File: config.mk
export PLATFORM = sky130hd
export DESIGN_NAME = booth_mantissa_mul
export DESIGN_NICKNAME = d
export VERILOG_FILES = /design/src/rtl/pe_pkg.sv /design/src/rtl/booth_step.sv /design/src/rtl/booth_mantissa_mul.sv
export SDC_FILE = /design/constraint.sdc
export NUM_CORES = 1
export LEC_CHECK = 0
export BUFFER_PORTS_ARGS = -buffer_cell sky130_fd_sc_hd__buf_2
export CORE_AREA = 2 2 68 70
export DETAILED_ROUTE_END_ITERATION = 7
export DIE_AREA = 0 0 70 72
export GPL_TIMING_DRIVEN = 0
export PLACE_DENSITY = 0.78
export SYNTH_ARGS = -nofsm -noshare
export SYNTH_HDL_FRONTEND = slang
export SYNTH_SLANG_ARGS = --single-unit
File: constraint.sdc
create_clock -name clk -period 2.6 [get_ports clk]
set_input_delay 0.52 -clock clk [delete_from_list [all_inputs] [get_ports clk]]
set_output_delay 0.52 -clock clk [all_outputs]
set_load 0.005 [all_outputs]
File: src/rtl/pe_pkg.sv
// Shared definitions for the processing-element datapath: Booth multiplier
// state encoding and Booth recoding select values.
package pe_pkg;

  typedef enum logic [1:0] {
    BOOTH_IDLE = 2'b00,
    BOOTH_RUN  = 2'b01,
    BOOTH_FIN  = 2'b10
  } booth_state_t;

  // {Q[0], q_m1} patterns that modify the partial product
  localparam logic [1:0] BOOTH_ADD = 2'b01;
  localparam logic [1:0] BOOTH_SUB = 2'b10;

endpackage

File: src/rtl/booth_step.sv
// One radix-2 Booth iteration: conditional add/sub of M into A, then an
// arithmetic right shift of {A, Q, q_m1}. Purely combinational.
module booth_step
  import pe_pkg::*;
#(
  parameter int WIDTH = 8
) (
  input  logic [WIDTH:0]   a,
  input  logic [WIDTH-1:0] q,
  input  logic             q_m1,
  input  logic [WIDTH:0]   m_reg,
  output logic [WIDTH:0]   a_next,
  output logic [WIDTH-1:0] q_next,
  output logic             q_m1_next
);

  logic [WIDTH:0] sum;

  // recode on the two low multiplier bits, then shift with sign replication
  always_comb begin
    sum = a;
    case ({q[0], q_m1})
      BOOTH_ADD: sum = a + m_reg;
      BOOTH_SUB: sum = a - m_reg;
      default:   sum = a;
    endcase
    a_next    = {sum[WIDTH], sum[WIDTH:1]};
    q_next    = {sum[0], q[WIDTH-1:1]};
    q_m1_next = q[0];
  end

endmodule

File: src/rtl/booth_mantissa_mul.sv
// Sequential radix-2 Booth multiplier for the PE signed mantissa operands.
// One iteration per clock; product and a one-cycle done pulse appear
// WIDTH+1 cycles after the accepting edge.
// Optional build macro BOOTH_ZERO_SKIP_EN: a zero operand skips the
// iterations and completes on the very next edge.
module booth_mantissa_mul
  import pe_pkg::*;
#(
  parameter int WIDTH = 8
) (
  input  logic                  clk,
  input  logic                  rst,
  input  logic                  clr,
  input  logic                  act,
  input  logic [WIDTH-1:0]      multiplicand,
  input  logic [WIDTH-1:0]      multiplier,
  output logic                  busy,
  output logic                  done,
  output logic [2*WIDTH-1:0]    product
);

  localparam int CNT_W = $clog2(WIDTH + 1);

  booth_state_t     state;
  // A carries one extra bit so A - M cannot overflow for M = -2^(WIDTH-1)
  logic [WIDTH:0]   a, a_nx;
  logic [WIDTH:0]   m_reg;
  logic [WIDTH-1:0] q, q_nx;
  logic             q_m1, q_m1_nx;
  logic [CNT_W-1:0] cnt;
  logic             zero_op;

`ifdef BOOTH_ZERO_SKIP_EN
  assign zero_op = (multiplicand == '0) || (multiplier == '0);
`else
  assign zero_op = 1'b0;
`endif

  booth_step #(.WIDTH(WIDTH)) u_step (
    .a         (a),
    .q         (q),
    .q_m1      (q_m1),
    .m_reg     (m_reg),
    .a_next    (a_nx),
    .q_next    (q_nx),
    .q_m1_next (q_m1_nx)
  );

  assign busy = (state != BOOTH_IDLE);

  // control FSM and datapath registers; rst over clr, both abort silently
  always_ff @(posedge clk) begin
    done <= 1'b0;
    if (rst || clr) begin
      state   <= BOOTH_IDLE;
      a       <= '0;
      m_reg   <= '0;
      q       <= '0;
      q_m1    <= 1'b0;
      cnt     <= '0;
      product <= '0;
    end else begin
      case (state)
        BOOTH_IDLE: begin
          if (act) begin
            if (zero_op) begin
              // zero operand: product is zero, go straight to completion
              a     <= '0;
              m_reg <= '0;
              q     <= '0;
              q_m1  <= 1'b0;
              cnt   <= '0;
              state <= BOOTH_FIN;
            end else begin
              m_reg <= {multiplicand[WIDTH-1], multiplicand};
              a     <= '0;
              q     <= multiplier;
              q_m1  <= 1'b0;
              cnt   <= CNT_W'(WIDTH);
              state <= BOOTH_RUN;
            end
          end
        end
        BOOTH_RUN: begin
          a    <= a_nx;
          q    <= q_nx;
          q_m1 <= q_m1_nx;
          cnt  <= cnt - 1'b1;
          if (cnt == CNT_W'(1)) state <= BOOTH_FIN;
        end
        BOOTH_FIN: begin
          product <= {a[WIDTH-1:0], q};
          done    <= 1'b1;
          state   <= BOOTH_IDLE;
        end
        default: state <= BOOTH_IDLE;
      endcase
    end
  end

endmodule

==> Flow_metrics.wiki <==
{| class="wikitable"
! Metric !! Value
|-
| Clock transition at the register clock pins on the worst setup and hold paths after CTS || approximately 0.090 ns
|-
| Register with the highest flop count || product
|-
| Share of final-layout standard cells stronger than drive strength 1 || about a quarter
|-
| Overall die area || between 5000 and 6000 sq um
|-
| Maximum fanout along the worst path || 8
|-
| Yosys reg bits || 48
|-
| Area grow syn2layout || 22.5%
|-
| Number of clock sinks seen by CTS || 48
|-
| Final Skew || ~0.0055 ns
|-
| Detailed Place HPWL || around 3.8 mm
|-
| Most used standard cell by instance count after synthesis || sky130_fd_sc_hd__nand2_1
|-
| Via count || about 2,200
|-
| Logic gate share of total power || roughly a fifth
|-
| Synth top area share || between 40% and 50%
|-
| Reg-to-Reg Start || q_m1
|-
| Number of antenna violations at the first check in global routing || 0
|-
| CTS Root Buffer Type || sky130_fd_sc_hd__clkbuf_8
|-
| GRT Residual Overflow || 0
|-
| Required time of the critical path || ~2.8 ns
|-
| Die outline height || 72 um
|-
| Layout Nets || approximately 380
|-
| Pin count of the biggest net entering global routing || 16
|-
| Switching Share || between 20% and 30%
|-
| Initial detailed-routing violation count || around 130
|-
| Final RePlAce weighted congestion || a little over 0.9
|-
| Data arrival time of the worst path || 2.76 ns
|-
| IO Count || 38
|-
| Total power density per cell area || 529 nW/um^2
|-
| Vias in the first global route || approximately 2,000
|-
| Static Leakage || roughly 1.1 nW
|-
| Min-delay src || multiplicand[2]
|-
| Setup-violating endpoint count in the final report || 0
|-
| Worst hold margin || around 0.45 ns
|-
| Fraction of power consumed by sequential logic || 50.1%
|-
| Number of levels in the clock H-tree || 2
|-
| First-pass GRT wire length || a little under 9 mm
|-
| Total Neg Setup Slack || 0 ns
|-
| Final Hold Fails || 0
|-
| Fillcell total || 371
|-
| Post-detailed-route via-to-cell ratio || 5.52
|-
| Main area contributors after synthesis || sky130_fd_sc_hd__dfxtp_1, sky130_fd_sc_hd__nand2_1, sky130_fd_sc_hd__a21oi_1
|-
| Reported net switching power || 0.000423 W
|-
| Tot GR Track Use || about 22%
|-
| Net count of the mapped netlist || 331
|-
| Most area-hungry cell type in the Yosys netlist || sky130_fd_sc_hd__dfxtp_1
|-
| Type of destination of the critical path || register
|-
| Cell variety after synth || 42
|-
| Min Clock Period, post-route || 2.56 ns
|-
| RSZ-0062 raised after global routing || true
|-
| Outcome || finished clean
|-
| Count of nets left with antenna violations after detail routing || 0
|-
| Slew @ Worst Pin || 0.863 ns
|-
| Post-synth ARST share || 0%
|-
| Total length of routed wires || between 5 and 6 mm
|-
| Leading cell types by count after synthesis || sky130_fd_sc_hd__nand2_1, sky130_fd_sc_hd__dfxtp_1, sky130_fd_sc_hd__a21oi_1, sky130_fd_sc_hd__nor2_1, sky130_fd_sc_hd__o21ai_0
|-
| Core footprint || between 4000 and 5000 sq um
|-
| Number of design rule violations left after detail routing || 0
|-
| Buffers on Ports || 37
|-
| Maximum operating frequency || 0.391 GHz
|-
| Element type at the critical path start || register
|-
| X dimension of the die || around 70 um
|-
| Sequential share of the synthesized area || about two fifths
|-
| Max clock buf depth || 2
|-
| Number of diodes || 0
|-
| Dominant register cell in the synthesized netlist || sky130_fd_sc_hd__dfxtp_1
|-
| Synthesized area per cell || 7.87 sq um
|-
| Share of the cycle needed by the critical path after routing || 98.4%
|-
| Worst supply voltage drop on vdd || roughly 0.37 mV
|-
| Worst setup path class || reg2reg
|-
| Number of iterations in the first detailed-routing pass || 7
|-
| Worst hold path type || in2reg
|-
| Int Pwr || 0.00110 W
|-
| Max-capacitance violation count || 0
|-
| Worst max-slew margin expressed relative to the limit || 42.1%
|-
| Synthesis warning total || 0
|-
| Starting density of the core || between 50% and 60%
|-
| Number of hold-repair buffers added at the cts stage || 0
|-
| Flip-flop count of the largest register, all copies and words added || 16
|-
| Total power || between 0.0015 and 0.002 W
|-
| Clock buffers created by TritonCTS || 5
|-
| Latest clock arrival within the worst-skew pair || about 0.30 ns
|-
| Area taken by multi-input logic gates || 1380 sq um
|-
| Final Max Tran Viols || 0
|-
| Synthesized instance count || a little under 300
|-
| Area occupied by registers || ~1000 sq um
|-
| Clock power frac || about 31%
|-
| TritonCTS clock tree || done
|-
| Syn Std Cell Area || approximately 2300 sq um
|-
| Std-Cell Rows || 24
|-
| Number of enable-type register cells in the synthesized netlist || 0
|-
| First element of the critical path || q_m1
|-
| Post-detailed-route wirelength per cell || between 10 and 15 um
|}
[placed cells by master (no fill, tap or decap), types with 6 or more instances in the layout]
master	synthesis	routed
sky130_fd_sc_hd__o22ai_1	9	9
sky130_fd_sc_hd__clkbuf_1	6	6
sky130_fd_sc_hd__nor3_1	6	6
sky130_fd_sc_hd__buf_2	3	40
sky130_fd_sc_hd__ha_1	12	8
sky130_fd_sc_hd__dfxtp_1	48	42
sky130_fd_sc_hd__buf_4	0	8
sky130_fd_sc_hd__xnor2_1	8	7
sky130_fd_sc_hd__nor2_1	29	28
sky130_fd_sc_hd__nand2_1	61	61
sky130_fd_sc_hd__a21oi_1	43	39
sky130_fd_sc_hd__o21ai_0	13	13
sky130_fd_sc_hd__clkbuf_8	0	6
sky130_fd_sc_hd__inv_1	12	10
[layer usage]
| layer | track usage (%) | vias up | share of wire (%) |
|---|---|---|---|
| met4 | 5.34 | 0 | 1.5 |
| met2 | 35.9 | 78 | 48 |
| met3 | 4.44 | 8 | 6.0 |
| met1 | 28.9 | 1004 | 44 |
| li1 | - | 1133 | - |
| met5 | 0 | - | 0 |
[cells by family after synthesis]
family	count (synthesis)	synth area share [%]
compound gates	83	20.6
buf+inv	25	4.48
mux	4	1.76
flops	48	41.0
xor+xnor	10	3.73
simple gates	115	21.2
fa+ha+maj	13	7.25
[stage by stage]
stage | utilization [%] | std cells | cell area [sq um] | setup WS [ns]
after global placement | 60.9 | 387 | 2600 | -0.121
after CTS | 64.1 | 396 | 2730 | 0.0177
after detailed placement | 60.9 | 387 | 2600 | -0.109
after floorplan | - | 298 | 2350 | 0.173
after global routing | 67.4 | 403 | 2870 | -0.0644
final | 67.4 | 403 | 2870 | 0.0416
[worst max-delay path, stage by stage, from the launching register on]
cell                       delay [ns]
sky130_fd_sc_hd__dfxtp_2         0.33
sky130_fd_sc_hd__inv_1           0.06
sky130_fd_sc_hd__ha_2            0.18
sky130_fd_sc_hd__buf_6           0.14
sky130_fd_sc_hd__mux2_4          0.32
sky130_fd_sc_hd__fa_2            0.38
sky130_fd_sc_hd__nand2b_4        0.16
sky130_fd_sc_hd__a21oi_2         0.18
sky130_fd_sc_hd__o32a_1          0.21
sky130_fd_sc_hd__xor2_2          0.21
sky130_fd_sc_hd__a21oi_1         0.10
sky130_fd_sc_hd__a31o_1          0.19
[what timing repair did]
| item | in CTS | in global routing |
|---|---|---|
| pin swaps | 0 | 7 |
| endpoints found under the setup margin | 2 | 3 |
| buffers inserted | 1 | 7 |
| gates resized for setup | 8 | 24 |
[power by group through the flow]
stage          Clock (W)  Combinational, W  Sequential (W)
3_5_place_dp           0          0.000231        0.000779
6_report        0.000474          0.000285        0.000762
2_1_floorplan          0          0.000176        0.000776
4_1_cts         0.000481          0.000248        0.000763
5_1_grt         0.000513          0.000310        0.000764
3_3_place_gp           0          0.000228        0.000779
[path summary, 6_finish.rpt]
path	endpoint	slack [ns]	cells after the start
max	a[7]	0.04	11
min	m_reg[2]	0.45	3
max reg2reg	a[7]	0.04	11
min reg2reg	product[2]	0.45	2
[final cells by class]
cell class | instances | share of cell area [%]
Buffer | 11 | 1.83
Clock buffer | 6 | 2.87
Inverter | 14 | 1.92
Timing Repair Buffer | 45 | 8.54
Clock inverter | 2 | 0.479
Multi-Input combinational cell | 225 | 48.1
Tap cell | 52 | 2.26
Sequential cell | 48 | 34.0
Power figures use the tool's default switching activity.
